$ cat src/rtl/int_div_sched.sv
// int_div_sched: queues DIVU/REMU requests, issues them one at a time to the shared divider,
// keeps a per-register pending scoreboard and re-registers write-back. Perf counters: INT_DIV_SCHED_PERF_EN.
//
// state | meaning
// IDLE  | divider free; pop FIFO head when non-empty and div_busy low
// ISSUE | div_req asserted for this single cycle
// ARM   | waiting for divider to raise div_busy
// WAIT  | waiting for divider to drop div_busy
module int_div_sched #(
  parameter int data_width    = 32,
  parameter int reg_sel_width = 5,
  parameter int queue_depth   = 4
) (
  input  logic                            clk,
  input  logic                            rst,
  input  logic                            req,
  input  logic                            is_rem,
  input  logic [data_width-1:0]           rs1,
  input  logic [data_width-1:0]           rs2,
  input  logic [reg_sel_width-1:0]        rs1_sel,
  input  logic [reg_sel_width-1:0]        rs2_sel,
  input  logic [reg_sel_width-1:0]        rd_sel,
  output logic                            busy,
  output logic                            div_req,
  output logic [data_width-1:0]           div_a,
  output logic [data_width-1:0]           div_b,
  output logic [reg_sel_width-1:0]        div_quot_sel,
  output logic [reg_sel_width-1:0]        div_mod_sel,
  input  logic                            div_busy,
  input  logic                            div_wr_req,
  input  logic [reg_sel_width-1:0]        div_wr_sel,
  input  logic [data_width-1:0]           div_wr_data,
  output logic                            rf_wr_req,
  output logic [reg_sel_width-1:0]        rf_wr_sel,
  output logic [data_width-1:0]           rf_wr_data,
  output logic [2**reg_sel_width-1:0]     pending
`ifdef INT_DIV_SCHED_PERF_EN
  ,
  output logic [15:0]                     perf_stall_cnt,
  output logic [15:0]                     perf_done_cnt
`endif
);

  localparam int ptr_w = $clog2(queue_depth);

  localparam logic [1:0] IDLE  = 2'd0;
  localparam logic [1:0] ISSUE = 2'd1;
  localparam logic [1:0] ARM   = 2'd2;
  localparam logic [1:0] WAIT  = 2'd3;

  logic [1:0]                   state, state_nxt;
  logic [ptr_w:0]               wr_ptr, rd_ptr;
  logic [data_width-1:0]        q_a   [queue_depth];
  logic [data_width-1:0]        q_b   [queue_depth];
  logic [reg_sel_width-1:0]     q_rd  [queue_depth];
  logic                         q_rem [queue_depth];
  logic                         full, empty, hazard, accept, pop;
  logic [2**reg_sel_width-1:0]  pending_nxt;
  logic [ptr_w-1:0]             wr_idx, rd_idx;

  assign wr_idx = wr_ptr[ptr_w-1:0];
  assign rd_idx = rd_ptr[ptr_w-1:0];
  assign empty  = (wr_ptr == rd_ptr);
  assign full   = (wr_ptr[ptr_w] != rd_ptr[ptr_w]) && (wr_idx == rd_idx);

  // Register 0 is never tracked, so it can never cause a hazard.
  assign hazard = ((rs1_sel != '0) && pending[rs1_sel]) ||
                  ((rs2_sel != '0) && pending[rs2_sel]) ||
                  ((rd_sel  != '0) && pending[rd_sel]);
  assign busy    = req & (full | hazard);
  assign accept  = req & ~busy;
  assign pop     = (state == IDLE) && !empty && !div_busy;
  assign div_req = (state == ISSUE);

  always_ff @(posedge clk) begin
    if (accept) begin
      q_a[wr_idx]   <= rs1;
      q_b[wr_idx]   <= rs2;
      q_rd[wr_idx]  <= rd_sel;
      q_rem[wr_idx] <= is_rem;
    end
  end

  always_ff @(posedge clk or negedge rst) begin
    if (!rst) begin
      wr_ptr <= '0;
      rd_ptr <= '0;
    end else begin
      if (accept) wr_ptr <= wr_ptr + 1'b1;
      if (pop)    rd_ptr <= rd_ptr + 1'b1;
    end
  end

  always_comb begin
    state_nxt = state;
    case (state)
      IDLE:    if (pop) state_nxt = ISSUE;
      ISSUE:   state_nxt = ARM;
      ARM:     if (div_busy) state_nxt = WAIT;
      WAIT:    if (!div_busy) state_nxt = IDLE;
      default: state_nxt = IDLE;
    endcase
  end

  always_ff @(posedge clk or negedge rst) begin
    if (!rst) state <= IDLE;
    else      state <= state_nxt;
  end

  always_ff @(posedge clk or negedge rst) begin
    if (!rst) begin
      div_a        <= '0;
      div_b        <= '0;
      div_quot_sel <= '0;
      div_mod_sel  <= '0;
    end else if (pop) begin
      div_a        <= q_a[rd_idx];
      div_b        <= q_b[rd_idx];
      div_quot_sel <= q_rem[rd_idx] ? '0 : q_rd[rd_idx];
      div_mod_sel  <= q_rem[rd_idx] ? q_rd[rd_idx] : '0;
    end
  end

  // Clear before set: an accepted rd can never be the bit being cleared, since that would be a hazard.
  always_comb begin
    pending_nxt = pending;
    if (div_wr_req) pending_nxt[div_wr_sel] = 1'b0;
    if (accept && (rd_sel != '0)) pending_nxt[rd_sel] = 1'b1;
    pending_nxt[0] = 1'b0;
  end

  always_ff @(posedge clk or negedge rst) begin
    if (!rst) pending <= '0;
    else      pending <= pending_nxt;
  end

  always_ff @(posedge clk or negedge rst) begin
    if (!rst) begin
      rf_wr_req  <= 1'b0;
      rf_wr_sel  <= '0;
      rf_wr_data <= '0;
    end else begin
      rf_wr_req <= div_wr_req;
      if (div_wr_req) begin
        rf_wr_sel  <= div_wr_sel;
        rf_wr_data <= div_wr_data;
      end
    end
  end

`ifdef INT_DIV_SCHED_PERF_EN
  always_ff @(posedge clk or negedge rst) begin
    if (!rst) begin
      perf_stall_cnt <= '0;
      perf_done_cnt  <= '0;
    end else begin
      if (busy && (perf_stall_cnt != 16'hFFFF))     perf_stall_cnt <= perf_stall_cnt + 16'd1;
      if (rf_wr_req && (perf_done_cnt != 16'hFFFF)) perf_done_cnt  <= perf_done_cnt + 16'd1;
    end
  end
`endif

endmodule

$ cat config.mk
export PLATFORM = sky130hd
export DESIGN_NAME = int_div_sched
export DESIGN_NICKNAME = d
export VERILOG_FILES = /design/src/rtl/int_div_sched.sv
export SDC_FILE = /design/constraint.sdc
export NUM_CORES = 1
export LEC_CHECK = 0
export CORE_MARGIN = 8
export CORE_UTILIZATION = 40
export CTS_CLUSTER_SIZE = 14
export DETAILED_ROUTE_END_ITERATION = 8
export PLACE_DENSITY_LB_ADDON = 0.05
export SLEW_MARGIN = 20
export SYNTH_ARGS = -nofsm -noshare
export SYNTH_HDL_FRONTEND = slang
export SYNTH_SLANG_ARGS = --single-unit
$ cat constraint.sdc
create_clock -name clk -period 5.2 [get_ports clk]
set_input_delay 1.04 -clock clk [delete_from_list [all_inputs] [get_ports clk]]
set_output_delay 1.04 -clock clk [all_outputs]
set_load 0.03 [all_outputs]
# Yosys cells after proc, flatten, opt, wreduce, memory -nomap -nowiden
# Memories as Yosys holds them, arrays and structs flattened. A register that Yosys moved wholly into a read port is not among the register bits.
# Index checks and enable logic that the tools add are counted.
# op_classes
add_sub_neg	2
order_cmp	6
eq_ne	9
mux	20
bitwise_logic	7
reduce_logical	20
# op_table
op	count
$mux 32	2
$and 32x32->32	1
$not 32->32	1
$or 32x32->32	1
$lt 5x6->1 const B	4
$bmux 1 s5	3
$reduce_bool 5->1	3
$demux 1 s5	2
$ge 5x1->1 const B	2
$mux 5	2
$logic_and 1x1->1	9
$pmux 2 s4	1
$mux 1	7
$add 3x1->3 const B	2
$mux 2	3
$ne 2x2->1 const B	3
$eq 2x2->1 const B	2
$logic_not 1->1	4
$eq 3x3->1	1
$reduce_and 3->1	1
$and 1x1->1	2
$eq 2x1->1 const B	1
$eq 2x2->1	1
$logic_not 2->1	1
other kinds (4)	5
# totals
regBits	87
ramBits	280
inputBits	122
output_inout_bits	146
memories	4
# mem_list
name	words	width	rd	rd_ports_with_merged_regs	wr	line_no	rtl
q_a	4	32	1	1	1	53	logic [data_width-1:0] q_a [queue_depth];
q_b	4	32	1	1	1	54	logic [data_width-1:0] q_b [queue_depth];
q_rd	4	5	1	0	1	55	logic [reg_sel_width-1:0] q_rd [queue_depth];
q_rem	4	1	1	0	1	56	logic q_rem [queue_depth];

# Logic depth before layout (Yosys ltp)
# Gate-level depths: netlist of run 1.
# depth
depth_word	11
ltp_mapped	10
depth_no_buf	8

# Worst setup path after synthesis of run 1
# Ideal clock, no wire load.
# synth_path
path_kind	input to register
start	input port rs1_sel[1]
end	memory q_a[3][0] (enable)
setup_ps	438
t_arrival_ps	4623
required_time_ps	4762
path_slack_ps	140
cell_stages	7
cell_sequence	clkbuf_1 mux4_2 nor2b_1 o41ai_1 or4_4 nor3_4 and3_1
# synth_between
elab_chain_len	11
# synth_lines
item	line_no	rtl
start: declaration	20	input logic [reg_sel_width-1:0] rs1_sel,
$bmux 1 s5	67	assign hazard = ((rs1_sel != '0) && pending[rs1_sel]) ||
$mux 1 (not written as such)	67	
$logic_and 1x1->1 (*)	67	
$logic_or 1x1->1 (*)	67	
$logic_or 1x1->1 (*)	68	((rs2_sel != '0) && pending[rs2_sel]) ||
$or 1x1->1 (*)	70	assign busy = req & (full | hazard);
$and 1x1->1 (*)	70	
$not 1->1 (*)	71	assign accept = req & ~busy;
$and 1x1->1 (*)	71	
$mux 1 (*)	76	if (accept) begin
$mux 1 (not written as such) (*)	77	q_a[wr_idx] <= rs1;
end: declaration	53	
# Mark *: on every way between the ends. The rest lies on a longest branch, timed or not. The select of a mux whose other input is x is not followed.

# Final worst setup path of run 1
# layout_path
start	input port rs1_sel[1]
end	output port busy
# layout_between
elab_chain_len	7
# layout_lines
item	line_no	rtl
$bmux 1 s5	67	
$mux 1 (not written as such)	67	
$logic_and 1x1->1 (*)	67	
$logic_or 1x1->1 (*)	67	
$logic_or 1x1->1 (*)	68	
$or 1x1->1 (*)	70	
$and 1x1->1 (*)	70	
end: declaration	23	output logic busy,
# Marked as above.

==> results.md, run 1 <==
* Outcome: complete, no violations
* Crit start category: input port
* DRC Markers at 0
* Power consumption at 12.32 mW
* Number of post-CTS setup repair buffers at 0
* Net Count, Synth at 1164
* Power share of the sequential group at 41.4%
* Vias in the first global route at 10530
* First-pass GRT wire length at 67500 um
* Total gr overflow at 0
* Fillers at 3554
* Number of vias per cell at 5.262
* Worst-Margin Slew at 1.017 ns
* Die ar. at 49520 um2
* Vias at 9929
* Worst-Skew Late Latency at 0.58 ns
* DRT iter0 DRCs at 648
* VDD IR max at 276.9 uV
* Worst setup EP type: output pin
* Largest fanout on the critical path at 8
* Post-cts resize count at 0
* Placed instance area at 20420 um2
* Leakage Power at 8.090 nW
* Chip Width at 222.5 um
* Synth top area share at 49.27%
* Combinational power share at 32.8%
* Net switching power at 4.210 mW
* Worst-path clk slew at 0.06 ns
* Tmin final at 4.758 ns
* Layout cells sized above 1 at 18.05%
* HP Class: input port to async pin
* Setup Skew at 0.01861 ns
* Routed Wire Length at 44030 um
* Clk network pwr share at 25.8%
* Total clock buffers created by CTS at 46
* Most used flip-flop cell after synthesis: edfxtp_1
* Non-Filler Instances at 1887
* Site row count at 75
* Post-synth cell types at 49
* Max Root-Sink Buffers at 3
* Total Routing Usage GR at 17.70%
* Most common cell in the netlist: edfxtp_1
* Critical path's slowest cell: clkdlybuf4s50_1
* RSZ-0062 raised after global routing: false
* GPL Wtd Cong at 0.8607
* Largest stage delay, worst path at 0.71 ns
* Worst EP required at 4.16 ns
* Drt first pass iters at 5
* Mapped Area at 17060 um2
* Synth top cells by count: 280 x edfxtp_1, 227 x nand2_1, 151 x dfrtp_1
* CTS tree: yes
* Sink Count at 431
* Fin util at 52.13%
* Area delta synth->final at 28.44%
* Synth area leaders: edfxtp_1 49%, dfrtp_1 22%, mux4_2 11%, nand2_1 5.0%, mux2_2 3.0%
* Crit-path cells: clkdlybuf4s50_1 > mux4_2 > nor2b_1 > o41ai_1 > or4_4 > nor3_4 > a21boi_0 > buf_4
* Avg Cell Area, Syn at 16.53 um2
* Io pins at 268
* Largest delay share family, worst path: simple AND/OR/NAND/NOR gates
* CTS Hold Bufs at 0
* Post-synth EDFFs at 280
* Post-Syn Instances at 1032
* Max-cap viol count at 0
* CP bufs+invs at 2
* Antenna violations before repair at 5
* Endpoints failing hold at 0
* Switching fraction of total power at 34.17%
* Placed cell count at 1799
* R2R setup slack at 1.79 ns
* H-tree levels at 2
* Core area at 42040 um2
* P_int at 8.111 mW
* Period utilisation layout at 91.50%
* Crit Path Class: input port to output pin
* Ys async rst share at 35.03%
* Setup TNS at 0 ns
* Pin count of the biggest net entering global routing at 99
* Post-detailed-route wirelength per cell at 23.33 um
* Slew Limit Headroom at 32.23%
* Max Slew Vio Count at 0
* CTS Root Buffer Type: clkbuf_16
* IO buf count at 266
* Final instance area at 21920 um2
* Die height at 222.5 um
* Register area share after synthesis at 71.42%
* Max Clock Freq at 0.2102 GHz
* # setup viols final at 0
* Synth Register Bits at 431
* Post-route ant nets at 0
* Nets at 1440
* Starting Density at 40.59%
* Pwr Density at 562.2 nW/um2
* Synth warn at 0
* Largest area contributor in the netlist: edfxtp_1
* Critical path arrival at 3.72 ns
* Dpl hpwl at 28200 um
==> metrics by stage <==
step	setup slack (ns)	hold slack, ns
finish	0.4419	0.4538
global route	0.3721	0.4720
CTS	0.4581	0.4477
detailed placement	0.4657	0.4558
global placement	0.4984	0.4509
floorplan	0.1398	0.4619
==> registers in the layout (all words and copies together) (netlist names), 3 cells and up <==
name / flops
q_a: 128
q_b: 128
div_a: 32
div_b: 32
rf_wr_data: 32
pending: 31
q_rd: 20
div_mod_sel: 5
div_quot_sel: 5
rf_wr_sel: 5
q_rem: 4
rd_ptr: 3
wr_ptr: 3
==> area by class of cell <==
type | instances | area, um2 | share of cell area (%)
clock buffers | 69 | 1318 | 6.011
flip-flops and latches | 431 | 12190 | 55.64
multi-input cells | 535 | 4626 | 21.11
diodes | 2 | 5.005 | 0.02283
well taps | 539 | 674.4 | 3.077
inverters | 9 | 33.78 | 0.1541
repair buffers | 285 | 2892 | 13.19
clock inverters | 17 | 175.2 | 0.7992
==> cell usage in the layout, fill, tap and decap left out, types with 3 or more instances in the layout <==
master	instances
a21oi_1	3
a31oi_1	3
and3_4	4
buf_12	7
buf_4	13
clkbuf_1	15
clkbuf_16	46
clkbuf_8	8
clkdlybuf4s50_1	264
clkinv_1	6
clkinv_2	6
dfrtp_1	149
edfxtp_1	280
ha_1	10
inv_1	9
mux2_2	46
mux2i_1	9
mux4_2	86
nand2_1	226
nand2b_1	5
nand3_1	16
nand3b_1	9
nor2_1	7
nor2b_1	5
nor3_1	3
o21ai_0	33
o31ai_1	23
o31ai_2	8
or3b_2	3
xnor2_1	6
==> logic make-up (layout without fill, tap and decap cells) <==
| family | Yosys count | after routing | share of synthesized area [%] |
|---|---|---|---|
| buf+inv | 66 | 380 | 1.650 |
| compound gates | 85 | 85 | 3.534 |
| simple gates | 291 | 291 | 7.369 |
| mux | 141 | 141 | 14.91 |
| flops | 431 | 431 | 71.42 |
| xor+xnor | 7 | 7 | 0.3593 |
| fa+ha+maj | 10 | 10 | 0.7332 |
| other cells | 1 | 3 | 0.02198 |
==> final timing paths <==
check / end / depth (start not counted) / startpoint
worst max-delay path: busy / 8 / rs1_sel[1]
worst min-delay path: pending[14]$_DFF_PN0_ / 1 / rst
worst max register to register: q_b[0][6]$_DFFE_PP_ / 8 / pending[8]$_DFF_PN0_
worst min register to register: div_mod_sel[0]$_DFFE_PN0P_ / 2 / div_mod_sel[0]$_DFFE_PN0P_
max in group asynchronous: div_b[6]$_DFFE_PN0P_ / 2 / rst
min in group clk: div_mod_sel[0]$_DFFE_PN0P_ / 2 / div_mod_sel[0]$_DFFE_PN0P_
==> layer usage <==
| layer | global-route usage [%] | part of all wire (%) | vias up |
|---|---|---|---|
| met1 | 23.86 | 43 | 5071 |
| met4 | 4.992 | 1.9 | 4 |
| met3 | 4.939 | 7.6 | 58 |
| li1 | - | - | 4446 |
| met2 | 27.92 | 47 | 350 |
| met5 | 0 | 0.059 | - |
==> worst reg2reg max path, delay by kind of cell, from the launching register on <==
family,cells,cell delay (ns)
compound gates,2,0.32
simple gates,3,1.27
flops,1,0.50
buf+inv,2,0.47
mux,1,0.53
==> power groups by stage <==
stage	registers, mW	clock network (mW)	logic, mW
global route	5.19	3.41	4.35
floorplan	5.63	0	1.87
detailed placement	5.17	0	4.12
finish	5.10	3.19	4.04
CTS	5.11	3.28	4.13
global placement	5.16	0	4.10
No activity file was read; power rests on OpenSTA's default activity.
==> run 2, diff against run 1 <==
SLEW_MARGIN = default   (was 20)
==> results of run 2 <==
No change in the layout: final DEF, timing and power equal those of run 1.
